==> src/rtl/key_beep_drv.sv <==
// Turns one-cycle key_down events into key-index+1 buzzer bursts separated by silent gaps.
// Optional KEY_BEEP_QUEUE_EN builds a one-deep pending request that is played after the current pattern.
module key_beep_drv #(
  parameter int KEY_W     = 2,
  parameter int TONE_HALF = 25_000,
  parameter int BEEP_TIME = 5_000_000,
  parameter int GAP_TIME  = 5_000_000
) (
  input  logic             clk,
  input  logic             rst,
  input  logic [KEY_W-1:0] key_down,
  output logic             beep,
  output logic             busy
);

  localparam int DUR_MAX = (BEEP_TIME > GAP_TIME) ? BEEP_TIME : GAP_TIME;
  localparam int DUR_W   = (DUR_MAX > 1) ? $clog2(DUR_MAX) : 1;
  localparam int TONE_W  = (TONE_HALF > 1) ? $clog2(TONE_HALF) : 1;
  localparam int BL_W    = $clog2(KEY_W + 1);

  localparam logic [DUR_W-1:0]  BEEP_LAST = DUR_W'(BEEP_TIME - 1);
  localparam logic [DUR_W-1:0]  GAP_LAST  = DUR_W'(GAP_TIME - 1);
  localparam logic [TONE_W-1:0] TONE_LAST = TONE_W'(TONE_HALF - 1);
  localparam logic [BL_W-1:0]   BL_ONE    = BL_W'(1);

  localparam logic [1:0] S_IDLE = 2'd0;
  localparam logic [1:0] S_TONE = 2'd1;
  localparam logic [1:0] S_GAP  = 2'd2;

  logic [1:0]        state;
  logic [DUR_W-1:0]  dur_cnt;
  logic [TONE_W-1:0] tone_cnt;
  logic [BL_W-1:0]   beeps_left;
  logic [BL_W-1:0]   key_cnt;
  logic              key_any;
  logic              last_end;
  logic              next_vld;
  logic [BL_W-1:0]   next_cnt;

  // Burst count for the lowest set key; scanning downward lets the lowest index win.
  always_comb begin
    key_cnt = '0;
    for (int i = KEY_W - 1; i >= 0; i--) begin
      if (key_down[i]) key_cnt = BL_W'(i + 1);
    end
  end

  assign key_any  = |key_down;
  assign last_end = (state == S_TONE) && (dur_cnt == BEEP_LAST) && (beeps_left == BL_ONE);

`ifdef KEY_BEEP_QUEUE_EN
  logic            pend_vld;
  logic [BL_W-1:0] pend_cnt;

  // A request arriving in the final burst cycle is newer than the stored one, so it wins.
  always_comb begin
    next_vld = pend_vld;
    next_cnt = pend_cnt;
    if (key_any) begin
      next_vld = 1'b1;
      next_cnt = key_cnt;
    end
  end

  always_ff @(posedge clk or posedge rst) begin
    if (rst) begin
      pend_vld <= 1'b0;
      pend_cnt <= '0;
    end else if (busy) begin
      if (last_end) begin
        pend_vld <= 1'b0;
        pend_cnt <= '0;
      end else if (key_any) begin
        pend_vld <= 1'b1;
        pend_cnt <= key_cnt;
      end
    end
  end
`else
  assign next_vld = 1'b0;
  assign next_cnt = '0;
`endif

  always_ff @(posedge clk or posedge rst) begin
    if (rst) begin
      state      <= S_IDLE;
      dur_cnt    <= '0;
      tone_cnt   <= '0;
      beeps_left <= '0;
      beep       <= 1'b0;
      busy       <= 1'b0;
    end else begin
      case (state)
        S_IDLE: begin
          if (key_any) begin
            state      <= S_TONE;
            beeps_left <= key_cnt;
            dur_cnt    <= '0;
            tone_cnt   <= '0;
            beep       <= 1'b1;
            busy       <= 1'b1;
          end
        end
        S_TONE: begin
          if (dur_cnt == BEEP_LAST) begin
            beep     <= 1'b0;
            dur_cnt  <= '0;
            tone_cnt <= '0;
            if (!last_end) begin
              state      <= S_GAP;
              beeps_left <= beeps_left - 1'b1;
            end else if (next_vld) begin
              state      <= S_GAP;
              beeps_left <= next_cnt;
            end else begin
              state      <= S_IDLE;
              beeps_left <= '0;
              busy       <= 1'b0;
            end
          end else begin
            dur_cnt <= dur_cnt + 1'b1;
            if (tone_cnt == TONE_LAST) begin
              tone_cnt <= '0;
              beep     <= ~beep;
            end else begin
              tone_cnt <= tone_cnt + 1'b1;
            end
          end
        end
        S_GAP: begin
          if (dur_cnt == GAP_LAST) begin
            state    <= S_TONE;
            dur_cnt  <= '0;
            tone_cnt <= '0;
            beep     <= 1'b1;
          end else begin
            dur_cnt <= dur_cnt + 1'b1;
          end
        end
        default: begin
          state <= S_IDLE;
          beep  <= 1'b0;
          busy  <= 1'b0;
        end
      endcase
    end
  end

endmodule

==> config.mk <==
export PLATFORM = sky130hd
export DESIGN_NAME = key_beep_drv
export DESIGN_NICKNAME = d
export VERILOG_FILES = /design/src/rtl/key_beep_drv.sv
export SDC_FILE = /design/constraint.sdc
export NUM_CORES = 1
export LEC_CHECK = 0
export ABC_AREA = 0
export CORE_UTILIZATION = 50
export DETAILED_ROUTE_END_ITERATION = 7
export PLACE_DENSITY = 0.65
export SLEW_MARGIN = 20
export SYNTH_ARGS = -nofsm -noshare
export SYNTH_HDL_FRONTEND = slang
export SYNTH_SLANG_ARGS = --single-unit
==> constraint.sdc <==
create_clock -name clk -period 5.15 [get_ports clk]
set_input_delay 1.03 -clock clk [delete_from_list [all_inputs] [get_ports clk]]
set_output_delay 1.03 -clock clk [all_outputs]
set_load 0.005 [all_outputs]
Word-level counts from Yosys, hierarchy flattened
Index checks and enable logic that the tools add are counted.

Register bits after elaboration: 44. Output and inout bits: 2. Input bits: 4. Logic and storage cells: 62.

Mux-type cells: 27. $add $sub $neg: 3. Equal/unequal tests: 10. Bitwise logic cells: 2. Reductions and logical operators: 14.

Operators by type and width (count): 2-to-1 mux 15 bit (4); 2-to-1 mux 23 bit (2); one-hot mux 23 bit (2 select lines) (1); one-hot mux 15 bit (3 select lines) (1); adder 23 x 1 -> 23 bit, second input constant (1); == test 23 bit, second input constant (1); 2-to-1 mux 2 bit (9); adder 15 x 1 -> 15 bit, second input constant (1); == test 15 bit, second input constant (1); AND reduction 3 bit (4); 2-to-1 mux 1 bit (6); inequality test 2 bit, second input constant (3); one-hot mux 1 bit (3 select lines) (2); one-hot mux 2 bit (3 select lines) (1); == test 2 x 1 -> 1 bit, second input constant (2); one-hot mux 2 bit (2 select lines) (1); AND reduction 4 bit (1); nonzero test 2 bit (2); OR reduction 2 bit (2); inequality test 3 x 1 -> 1 bit, second input constant (1); nonzero test 3 bit (1); == test 2 bit, second input constant (1); logical AND 1 bit (2); zero test 2 bit (1); other kinds (4) (5).

Longest topological paths before layout
Gate-level depths: netlist of run 1.

Depth in word-level cells: 6. Depth in mapped cells: 9. Gate-level depth less buffers: 7.

Worst setup path after synthesis of run 1
OpenSTA, ideal clock, no wires.

Kind: input to register. Start point: input port key_down[1]. End point: register tone_cnt[12]. Data required time: 5.073 ns. Arrival: 2.268 ns. Stages: 5. Library setup time: 0.077 ns. Path slack: 2.804 ns. Path through: nor3b_2 -> nor4b_1 -> a31oi_4 -> or4_1 -> a21oi_1.

Word-level cells in the longest chain between the ends: 3.

RTL lines: from (decl) (RTL line 11) `input logic [KEY_W-1:0] key_down,`; OR reduction 2 bit (RTL line 48) `assign key_any = |key_down;`; inequality test 2 bit (no line); AND reduction 3 bit (no line); to (signal assigned) (RTL line 126) `tone_cnt <= tone_cnt + 1'b1;`; to (decl) (RTL line 32) `logic [TONE_W-1:0] tone_cnt;`.

Every way passes these cells. A chain may end at the register's enable or synchronous reset.

Final worst setup path of run 1
Start point: input port key_down[0]. End point: register tone_cnt[5].

The elaborated chain is that of the path after synthesis.

==> impl_metrics.ini, run 1 <==
[run_status]
status = finished, final reports clean

[setup_path]
cp_slowest_cell = nor3b_2
r2r-start = state[0]
required_ps = 5370
path_buf_inv = 1
end_kind = flip-flop
rrSetupSlack_ps = 2550
cpPeakStageDelay_ps = 740
cp.arrival_ps = 3240
r2r_end = tone_cnt[5]
r2r_cells = 7
critPathKind = in2reg
cp_top_family = simple AND/OR/NAND/NOR gates
worstPathMaxFanout = 14
crit_chain = clkdlybuf4s50_1 > nor3b_2 > nor2_1 > a31oi_2 > o21ai_0 > a21oi_1
start_kind = input port

[drt]
wl_mm = 4.82
drtIter0Drc = 82
dr.pass1.iters = 4
vias = 1895
vias_per_cell = 5.69
drc = 0
wl_per_cell_um = 14.5
detail-route-antenna-nets = 0

[power]
power_switching_mw = 0.299
total_power_mw = 0.898
p_comb_frac = 0.293
power.leakage_nw = 1.11
seqPwrFrac = 0.460
power_density_mw_per_mm2 = 337
switching_share = 0.333
ir_drop_mv = 0.155
intPower_mw = 0.599
clkPwrFrac = 0.247

[synthesis]
yosysUniqueCellTypes = 45
seq_area_frac_synth = 0.443
synth.largest_area_cell = dfrtp_1
synth.ff_latch_count = 44
synth_cells = 261
ys_warn_count = 0
synth_area_leaders = dfrtp_1, xor2_1, nor2_1
synth.avg_cell_area_um2 = 9.53
synth_top_area_share = 0.443
async_reset_ff_frac = 1.00
synth_flop_cell = dfrtp_1
syn-cell-area_mm2 = 0.00249
syn_nets = 272
synth_edf_count = 0

[sta]
post-route-min-period_ps = 3020
finClkSkew_ps = 8.52
fmax_mhz = 331
hold_viol_final = 0
fin_crit_sh = 0.586
worst_pin_slew_ps = 948
rsz0062_at_grt = false
slew_headroom = 0.363
slew_violations = 0
finalSetupViolations = 0
fin_tns_setup_ps = 0

[final_layout]
nFillCells = 445
antenna_cells = 0
syn2layout_area_growth_pct = 7.30
instances_no_fill = 333
drive_gt1_frac = 0.0752
nNetsFinal = 276

[die]
die_w_um = 72.5
io_pins = 6
start_util = 0.523
coreArea_mm2 = 0.00475
rows = 25
die_h_um = 72.5
die_area_mm2 = 0.00526

[global_routing]
track_usage = 0.201
grt_pass1_wl_mm = 8.16
grt_max_degree = 45
overflow = 0
antenna_found_initial = 0
grt_pass1_vias = 1745

[clock_tree]
htreeDepth = 2
cts_hold_buf = 0
numCtsBuffers = 5
clk_latency_ps = 300
clk_transition_reported_paths_ps = 80
cts.sinks = 44
postCtsResizedCells = 0
clockRootBuffer = clkbuf_8
max-clock-path-buffers = 2
cts_tree = built
cts_setup_buffers = 0

[hold_path]
whs_path_depth = 1
worstHoldEndpoint = busy
holdCritStartpoint = busy
worstHoldPathType = reg2reg

[run]
drv_cap = 0

[placement]
placed_cells = 325
port_buffers = 5
place.gp.congestion = 0.790
dp_hpwl_mm = 3.35
-- metrics by stage --
| stage | worst slack [ps] | hold WS (ps) | instance area (um2) | utilization |
|---|---|---|---|---|
| after global placement | 1930 | 488 | 2580 | 0.542 |
| after CTS | 2150 | 521 | 2670 | 0.561 |
| after detailed placement | 1850 | 501 | 2580 | 0.542 |
| after global routing | 1990 | 526 | 2670 | 0.561 |
| after floorplan | 2800 | 480 | 2490 | - |
| final | 2130 | 512 | 2670 | 0.561 |
-- final cells by class --
class / instances / area (um2) / area share
multi-input cells: 198 / 1300 / 0.486
flip-flops and latches: 44 / 1100 / 0.413
clock buffers: 8 / 90.1 / 0.0338
well taps: 67 / 83.8 / 0.0314
repair buffers: 6 / 57.6 / 0.0216
inverters: 10 / 37.5 / 0.0141
-- cell usage after synthesis, types with 3 or more instances --
master and instances:
o21ai_0 11, a22oi_1 3, nor2_1 28, and3_1 4
clkbuf_1 3, or4_1 6, and4_1 3, nand2_1 20
nand4_1 13, xor2_1 20, or3_1 4, nand3_1 16
nor3_1 7, o31ai_1 7, inv_1 10, ha_1 7
mux2i_1 5, dfrtp_1 44, buf_2 4, a21oi_1 15
-- kinds of logic (layout without fill, tap and decap cells) --
| family | after synthesis | count (layout) | synth area share |
|---|---|---|---|
| AOI/OAI and AO/OA | 44 | 44 | 0.118 |
| muxes | 7 | 7 | 0.0292 |
| and+or+nand+nor | 119 | 119 | 0.265 |
| buffers and inverters | 19 | 24 | 0.0352 |
| DFF | 44 | 44 | 0.443 |
| adders and majority gates | 7 | 7 | 0.0352 |
| xor gates and xnor gates | 21 | 21 | 0.0740 |
-- sequential cells by signal, summed over array words and instances, names as in the netlist --
signal / count
beep: 1
beeps_left: 2
busy: 1
dur_cnt: 23
state: 2
tone_cnt: 15
-- cell usage in the layout (no fill, tap or decap), types with 2 or more instances in the layout --
master           synthesis  routed
a22oi_1                  3       3
nand4_1                 13      13
xor2_1                  20      20
clkbuf_1                 3       2
ha_1                     7       7
or3_1                    4       4
mux2i_1                  5       5
inv_1                   10       9
nand2_1                 20      20
nor4b_1                  2       2
and4_1                   3       3
clkbuf_8                 0       6
and3_1                   4       4
or4_1                    6       6
o21ai_0                 11      11
nor3b_1                  2       2
nand4b_1                 2       2
a21oi_1                 15      15
clkdlybuf4s50_1          0       5
nor3_1                   7       7
nor2_1                  28      28
o31ai_1                  7       7
nor2b_1                  2       2
mux2_2                   2       2
dfrtp_1                 44      44
nor3b_2                  2       2
nand3_1                 16      16
-- power by group through the flow --
| stage | logic (mW) | registers (mW) | clock network, mW |
|---|---|---|---|
| 2_1_floorplan | 0.206 | 0.413 | 0 |
| 3_3_place_gp | 0.265 | 0.420 | 0 |
| 3_5_place_dp | 0.267 | 0.420 | 0 |
| 4_1_cts | 0.267 | 0.413 | 0.231 |
| 5_1_grt | 0.301 | 0.418 | 0.245 |
| 6_report | 0.263 | 0.414 | 0.222 |
-- routing by layer --
| layer | vias up | global-route usage | wire [um] |
|---|---|---|---|
| li1 | 962 | - | - |
| met1 | 911 | 0.267 | 2340 |
| met5 | - | 0 | 0 |
| met4 | 0 | 0.0654 | 52 |
| met3 | 5 | 0.0375 | 103 |
| met2 | 17 | 0.332 | 2330 |
-- worst max path at each step --
stage                     start           end  cells after the start  slack (ps)
floorplan           key_down[1]  tone_cnt[12]                      5        2800
global placement    key_down[0]  tone_cnt[13]                      6        1930
detailed placement  key_down[0]  tone_cnt[11]                      6        1850
CTS                 key_down[0]   tone_cnt[5]                      6        2150
global route        key_down[0]   tone_cnt[7]                      6        1990
finish              key_down[0]   tone_cnt[5]                      6        2130
No activity file was read; power rests on OpenSTA's default activity.
==> inputs of run 2 (changes only) <==
==> constraint.sdc (replaced) <==
create_clock -name clk -period 3.02 [get_ports clk]
set_input_delay 0.604 -clock clk [delete_from_list [all_inputs] [get_ports clk]]
set_output_delay 0.604 -clock clk [all_outputs]
set_load 0.005 [all_outputs]
==> impl_metrics.ini, run 2 (synthesis gave the netlist of run 1 again) <==
[run_status]
status = finished, final reports clean

[power]
switching_share = 0.327
p_comb_frac = 0.279
ir_drop_mv = 0.343
intPower_mw = 1.11
clkPwrFrac = 0.293
power_switching_mw = 0.539
seqPwrFrac = 0.428
power.leakage_nw = 1.14
power_density_mw_per_mm2 = 605

[die]
coreArea_mm2 = 0.00475
die_h_um = 72.5
rows = 25
die_area_mm2 = 0.00526
io_pins = 6
start_util = 0.523
die_w_um = 72.5

[clock_tree]
cts.sinks = 44
htreeDepth = 2
cts_tree = built
clockRootBuffer = clkbuf_8
clk_transition_reported_paths_ps = 90
numCtsBuffers = 5
clk_latency_ps = 300
cts_setup_buffers = 0
max-clock-path-buffers = 2
postCtsResizedCells = 0
cts_hold_buf = 0

[placement]
place.gp.congestion = 0.816
placed_cells = 328
detailed_place.area_mm2 = 0.00260
dp_hpwl_mm = 3.33
port_buffers = 5

[run]
drv_cap = 0

[final_layout]
final_common_cell = dfrtp_1
regMostFlops = dur_cnt
utilization = 0.572
fin_area_mm2 = 0.00272
largest_register_ffs = 23
drive_gt1_frac = 0.0929
syn2layout_area_growth_pct = 9.46
reg_top3 = dur_cnt x23, tone_cnt x15
nNetsFinal = 279
layout_common_cells = dfrtp_1, nor2_1, nand2_1, xor2_1, nand3_1
instances_no_fill = 336
antenna_cells = 0

[hold_path]
whs_path_depth = 1
worstHoldPathType = reg2reg

[setup_path]
worstPathMaxFanout = 10
cp.arrival_ps = 2630
start_kind = flip-flop
critPathKind = reg2reg
r2r_cells = 7
end_kind = flip-flop
required_ps = 3250

[sta]
slew_headroom = 0.400
timing.hold.ws_ps = 516
post-route-min-period_ps = 2400
finClkSkew_ps = 4.62
hold_viol_final = 0
rsz0062_at_grt = false
finalSetupViolations = 0
slew_violations = 0
worst_pin_slew_ps = 899
fin_tns_setup_ps = 0
fmax_mhz = 417
fin_crit_sh = 0.794

[global_routing]
grt_pass1_vias = 1797
overflow = 0
grt_max_degree = 45
grt_pass1_wl_mm = 8.49
antenna_found_initial = 0
track_usage = 0.208

[drt]
drc = 0
vias = 1910
drtIter0Drc = 134
wl_per_cell_um = 14.8
detail-route-antenna-nets = 0
dr.pass1.iters = 4
wl_mm = 4.97
vias_per_cell = 5.68
[run 2: power by group through the flow]
| stage | Combinational [mW] | Clock, mW | Sequential [mW] |
|---|---|---|---|
| finish | 0.460 | 0.483 | 0.704 |
| global placement | 0.455 | 0 | 0.714 |
| detailed placement | 0.458 | 0 | 0.715 |
| floorplan | 0.351 | 0 | 0.705 |
| CTS | 0.460 | 0.493 | 0.703 |
| global route | 0.521 | 0.522 | 0.715 |
[run 2: final timing paths]
check / startpoint / to / slack [ps]
setup / recovery: state[0] / tone_cnt[14] / 620
hold / removal: busy / busy / 520
setup reg to reg: state[0] / tone_cnt[14] / 620
hold reg to reg: busy / busy / 520
max in group asynchronous: rst / beeps_left[0] / 1640
min in group asynchronous: rst / dur_cnt[6] / 810
[run 2: final cells by class]
cell class                      instances  area, um2
Timing Repair Buffer                    9       80.1
Tap cell                               67       83.8
Clock buffer                            6       82.6
Multi-Input combinational cell        198       1300
Fill cell                             446       2030
Clock inverter                          2       38.8
Inverter                               10       37.5
Sequential cell                        44       1100
[run 2: metal layers]
layer | global-route usage | vias up | part of all wire
met5 | 0 | - | 0
met4 | 0.0501 | 0 | 0.0085
met3 | 0.0375 | 6 | 0.026
met2 | 0.341 | 28 | 0.48
met1 | 0.285 | 911 | 0.49
li1 | - | 965 | -
[run 2: worst max-delay path, cell delays in order, from the launching register on]
cell and delay, ps:
dfrtp_1 420, inv_1 80, ha_1 260, nor3b_2 240, nor4b_1 480, a31oi_4 150
or4_1 550, a21oi_1 150
[run 2: stage by stage]
stage          power (mW)  setup WS, ps
2_1_floorplan        1.06           918
3_3_place_gp         1.17           422
3_5_place_dp         1.17           362
4_1_cts              1.66           622
5_1_grt              1.76           375
6_report             1.65           622
